**config.mk**
```make
export PLATFORM = sky130hd
export DESIGN_NAME = mem_access_ctrl
export DESIGN_NICKNAME = d
export VERILOG_FILES = /design/src/rtl/mem_access_ctrl.sv
export SDC_FILE = /design/constraint.sdc
export NUM_CORES = 1
export LEC_CHECK = 0
export ABC_AREA = 1
export ABC_CLOCK_PERIOD_IN_PS = 4000
export CORE_ASPECT_RATIO = 0.5
export CORE_MARGIN = 2
export CORE_UTILIZATION = 41
export CTS_CLUSTER_SIZE = 14
export DETAILED_ROUTE_END_ITERATION = 7
export GPL_TIMING_DRIVEN = 0
export PLACE_DENSITY = 0.78
export SYNTH_ARGS = -nofsm -noshare
export SYNTH_HDL_FRONTEND = slang
export SYNTH_SLANG_ARGS = --single-unit
```
**constraint.sdc**
```tcl
create_clock -name clk -period 4 [get_ports clk]
set_clock_uncertainty 0.1 [all_clocks]
set_input_delay 0.8 -clock clk [delete_from_list [all_inputs] [get_ports clk]]
set_output_delay 0.8 -clock clk [all_outputs]
set_load 0.01 [all_outputs]
```
**src/rtl/mem_access_ctrl.sv**
```systemverilog
// Load/store initiator: accepts one request, checks alignment and range,
// runs a single RAM access cycle and returns a registered response.
module mem_access_ctrl #(
    parameter int ADDR_WIDTH = 13
) (
    input  logic        clk,
    input  logic        rst,
    input  logic        req_valid,
    output logic        req_ready,
    input  logic        req_store,
    input  logic [1:0]  req_size,
    input  logic        req_unsigned,
    input  logic [31:0] req_addr,
    input  logic [31:0] req_wdata,
    output logic        resp_valid,
    input  logic        resp_ready,
    output logic [31:0] resp_rdata,
    output logic [1:0]  resp_exc,
    output logic        mem_we,
    output logic [31:0] mem_addr,
    output logic [1:0]  mem_mask,
    output logic        mem_signed_ext,
    output logic [31:0] mem_wdata,
    input  logic [31:0] mem_rdata
);

    typedef enum logic [1:0] {
        IDLE   = 2'd0,
        ACCESS = 2'd1,
        RESP   = 2'd2
    } state_t;

    state_t      state, state_nxt;
    logic        lat_store;
    logic [1:0]  lat_size;
    logic        lat_unsigned;
    logic [31:0] lat_addr;
    logic [31:0] lat_wdata;

    logic        misaligned;
    logic        out_of_range;
    logic        req_fault;
    logic        accept;

    assign misaligned   = ((req_size == 2'b01) && req_addr[0]) ||
                          (req_size[1] && (req_addr[1:0] != 2'b00));
    assign out_of_range = (req_addr >> ADDR_WIDTH) != 32'd0;
    assign req_fault    = misaligned || out_of_range;
    assign accept       = (state == IDLE) && req_valid;

    always_ff @(posedge clk or posedge rst) begin
        if (rst) begin
            state <= IDLE;
        end else begin
            state <= state_nxt;
        end
    end

    always_comb begin
        state_nxt = state;
        case (state)
            IDLE: begin
                if (req_valid) begin
                    state_nxt = req_fault ? RESP : ACCESS;
                end
            end
            ACCESS: state_nxt = RESP;
            RESP: begin
                if (resp_ready) begin
                    state_nxt = IDLE;
                end
            end
            default: state_nxt = IDLE;
        endcase
    end

    // Request latch and response registers; a fault skips ACCESS and reports directly.
    always_ff @(posedge clk or posedge rst) begin
        if (rst) begin
            lat_store    <= 1'b0;
            lat_size     <= 2'b00;
            lat_unsigned <= 1'b0;
            lat_addr     <= 32'd0;
            lat_wdata    <= 32'd0;
            resp_rdata   <= 32'd0;
            resp_exc     <= 2'b00;
        end else begin
            if (accept) begin
                lat_store    <= req_store;
                lat_size     <= req_size;
                lat_unsigned <= req_unsigned;
                lat_addr     <= req_addr;
                lat_wdata    <= req_wdata;
                if (req_fault) begin
                    resp_rdata <= 32'd0;
                    resp_exc   <= req_store ? 2'b10 : 2'b01;
                end
            end else if (state == ACCESS) begin
                resp_rdata <= lat_store ? 32'd0 : mem_rdata;
                resp_exc   <= 2'b00;
            end
        end
    end

    // mem_we is decoded from state so an asynchronous reset kills a pending write at once.
    assign req_ready      = (state == IDLE);
    assign resp_valid     = (state == RESP);
    assign mem_we         = (state == ACCESS) && lat_store;
    assign mem_addr       = lat_addr;
    assign mem_mask       = {lat_size[1], lat_size == 2'b01};
    assign mem_signed_ext = ~lat_unsigned;
    assign mem_wdata      = lat_wdata;

endmodule

```
==> summary.txt <==
Power
  – Worst vdd ir: around 230 uV
  – Sw power: about 0.8 mW
  – Pwr per Cell Area: about 430 nW/um^2
  – Combinational Power Share: between 20% and 30%
  – Pleak: 3.350 nW
  – Clock share of power: about 30%
  – Sw frac: ~28%
  – Internal cell power: roughly 2.1 mW
  – Flop pwr share: 43.3%

Worst setup path
  – CP endpoint kind: primary output
  – Worst endpoint required time: 3.10 ns
  – CP max-delay cell: clkdlybuf4s50_1
  – Crit path launch type: flop
  – CP cell instances: nor2_2 > inv_2 > buf_2 > nor2_1 > clkdlybuf4s50_1
  – CP Data Arrival Time: roughly 2 ns
  – Cell family with the largest share of critical-path delay: buffers and inverters
  – Delay of the slowest cell on the worst path: approximately 0.54 ns
  – Crit path depth: 5
  – Worst reg2reg path depth: 4
  – Critical-path maximum fanout: 10
  – Critical path class: flop to primary output
  – Buf/Inv on CP: 3

Synth
  – Mapped Cells: 480
  – Seq/Total Area, Yosys: approximately 61%
  – Post-synth EDFFs: 0
  – Avg Inst Size Synth: 8.912 sq um
  – Synth warn: 0
  – Async S/R FF share, synth: 100.0%
  – Post-Syn Nets: a little under 600
  – Top_reg_cell synth: dfrtp_1
  – Synth unique cells: 20
  – Syn Std Cell Area: approximately 4300 sq um
  – Yosys reg bits: 104

Place
  – Routability congestion estimate: around 0.76
  – Placed wire-length estimate: around 9 mm
  – DP Worst Slack: about 1.4 ns
  – Cells after DPL: 828
  – IO Port Bufs: between 200 and 250

Final layout
  – Non-Filler Instances: between 800 and 900
  – Sequential cell area: around 2600 sq um
  – Fin util: roughly two thirds
  – Diode count: 0
  – Layout Nets: 803
  – Share of cells above drive strength 1: under 10%
  – Filler cells: ~800
  – Commonest non-fill, non-tap cell in the layout: nand2_1
  – Multi-input combinational cell area: 1369 sq um
  – Synth-to-Final Area Change: 60.25%
  – Commonest non-fill, non-tap cells in the layout: nand2_1, clkdlybuf4s50_1, dfrtp_1

Clock tree
  – # hold bufs at CTS: 0
  – Cts bufs inserted: 9
  – Clock Path Buffers: 2
  – Clk Latency, worst-skew pair: 0.34 ns
  – CTS resizes: 0
  – CTS tree: yes
  – Clock root buffer: clkbuf_16
  – Postcts setup bufs: 0
  – Clk slew on worst S/H paths: around 0.070 ns
  – Sink Count: ~100
  – CTS H-Tree Depth: 3

GRT
  – Initial antenna violation count: 0
  – Largest net degree at the start of global routing: between 50 and 60
  – GRT Total Usage: between 20% and 30%
  – Vias in the first global route: around 4000
  – First-pass GRT wire length: between 20 and 25 mm
  – Grt ovf: 0

Route
  – Vias: between 3000 and 4000
  – Post-route ant nets: 0
  – DRC: 0
  – Per-cell via count in the routed design: 4.730
  – Detailed Route WL: 12.17 mm
  – First DRT Iteration DRCs: approximately 270
  – Routed length per instance: between 10 and 15 microns
  – Drt pass-1 iters: 5

STA
  – RSZ-0062 raised after global routing: no
  – Pins Over Slew Limit: 0
  – Setup slack after layout: 1.043 ns
  – Fmax: 338.2 MHz
  – Rel. slew slack: 55.95%
  – Final hold violations: 0
  – Hold_ws: around 0.38 ns
  – Final min period: ~3.0 ns
  – Worst-margin pin slew: 0.6608 ns
  – Final worst-path cycle share: between 70 and 80%
  – Final setup violating endpoints: 0

Floorplanning
  – IO Pins: about 210
  – Row Count: 26
  – Die H: approximately 76 microns
  – Core Area: between 10000 and 15000 sq um
  – Die X: about 150 microns
  – DIE AREA: roughly 11000 sq um
  – Initial core utilization: a little over two fifths

Status
  – Run status: finished, final reports clean

Worst hold path
  – Worst Hold Class: flop to flop
  – Hold-critical path depth: 2

Job
  – # Max-Cap Violations: 0
-- through the flow --
stage	power (mW)	instance area, sq um	TNS (ns)
final	2.943	6855	0
after CTS	2.966	6855	0
after detailed placement	2.078	6555	0
after global routing	3.086	6855	0
after global placement	2.064	6525	-123.81
after floorplan	1.593	4278	0
-- power groups by stage --
stage                     combinational, mW  sequential [mW]  clock (mW)
final                                 0.781             1.27       0.887
after global routing                  0.849             1.29       0.946
after CTS                             0.791             1.27       0.900
after detailed placement              0.788             1.29           0
after global placement                0.777             1.29           0
after floorplan                       0.240             1.35           0
-- per-layer routing --
metal | routed length, microns | global-route usage [%] | up-vias
met5 | 0 | 0 | -
li1 | - | - | 1963
met3 | 646 | 5.808 | 18
met1 | 5160 | 29.10 | 1889
met4 | 269 | 7.048 | 0
met2 | 6093 | 36.94 | 122
-- Yosys cell counts, types with 2 or more instances --
| library cell | instances | area [sq um] |
|---|---|---|
| nor2_1 | 12 | 45.04 |
| inv_2 | 2 | 7.510 |
| buf_8 | 3 | 45.04 |
| buf_4 | 2 | 15.01 |
| nand2_1 | 212 | 795.8 |
| clkbuf_1 | 6 | 22.52 |
| nand3_2 | 2 | 20.02 |
| nand4_1 | 33 | 206.5 |
| buf_2 | 17 | 85.08 |
| nor2_2 | 2 | 12.51 |
| inv_1 | 25 | 93.84 |
| o21ai_0 | 18 | 90.09 |
| buf_6 | 3 | 33.78 |
| dfrtp_1 | 104 | 2603 |
| nand3_1 | 32 | 160.2 |
| o21ai_1 | 3 | 15.01 |
-- cells by family (layout without fill, tap and decap cells) --
group                  after synthesis  after routing  synth area share (%)
AND/OR/NAND/NOR                    294            294                 29.25
AO/OA/AOI/OAI                       23             23                 2.749
flip-flops                         104            104                 60.84
buffers and inverters               59            283                 7.166
-- sequential cells by signal, summed over array words and instances, names as in the netlist --
name and count:
mem_addr 32, lat_size 2, resp_rdata 32, lat_store 1, lat_unsigned 1, resp_exc 2, mem_wdata 32, state 2
-- cell type report --
class / instances / area share (%)
clock buffers: 12 / 3.596
inverters: 28 / 1.570
multi-input cells: 317 / 19.97
plain buffers: 31 / 2.938
repair buffers: 208 / 30.63
clock inverters: 4 / 0.7848
flip-flops and latches: 104 / 37.96
well taps: 140 / 2.555
-- worst paths after layout --
kind | startpoint | end | slack (ns)
setup / recovery | state[1] | mem_we | 1.04
hold / removal | mem_addr[5] | mem_addr[5] | 0.38
setup reg to reg | state[1] | resp_rdata[18] | 2.48
hold reg to reg | mem_addr[5] | mem_addr[5] | 0.38
max in group asynchronous | rst | mem_wdata[19] | 2.30
min in group asynchronous | rst | resp_rdata[3] | 0.81
-- tightest hold or removal path: stages, from the launching register on --
cell	delay (ns)
dfrtp_1	0.34
nand2_1	0.05
nand2_1	0.05
Note: power is estimated with default switching activity, not from simulation.
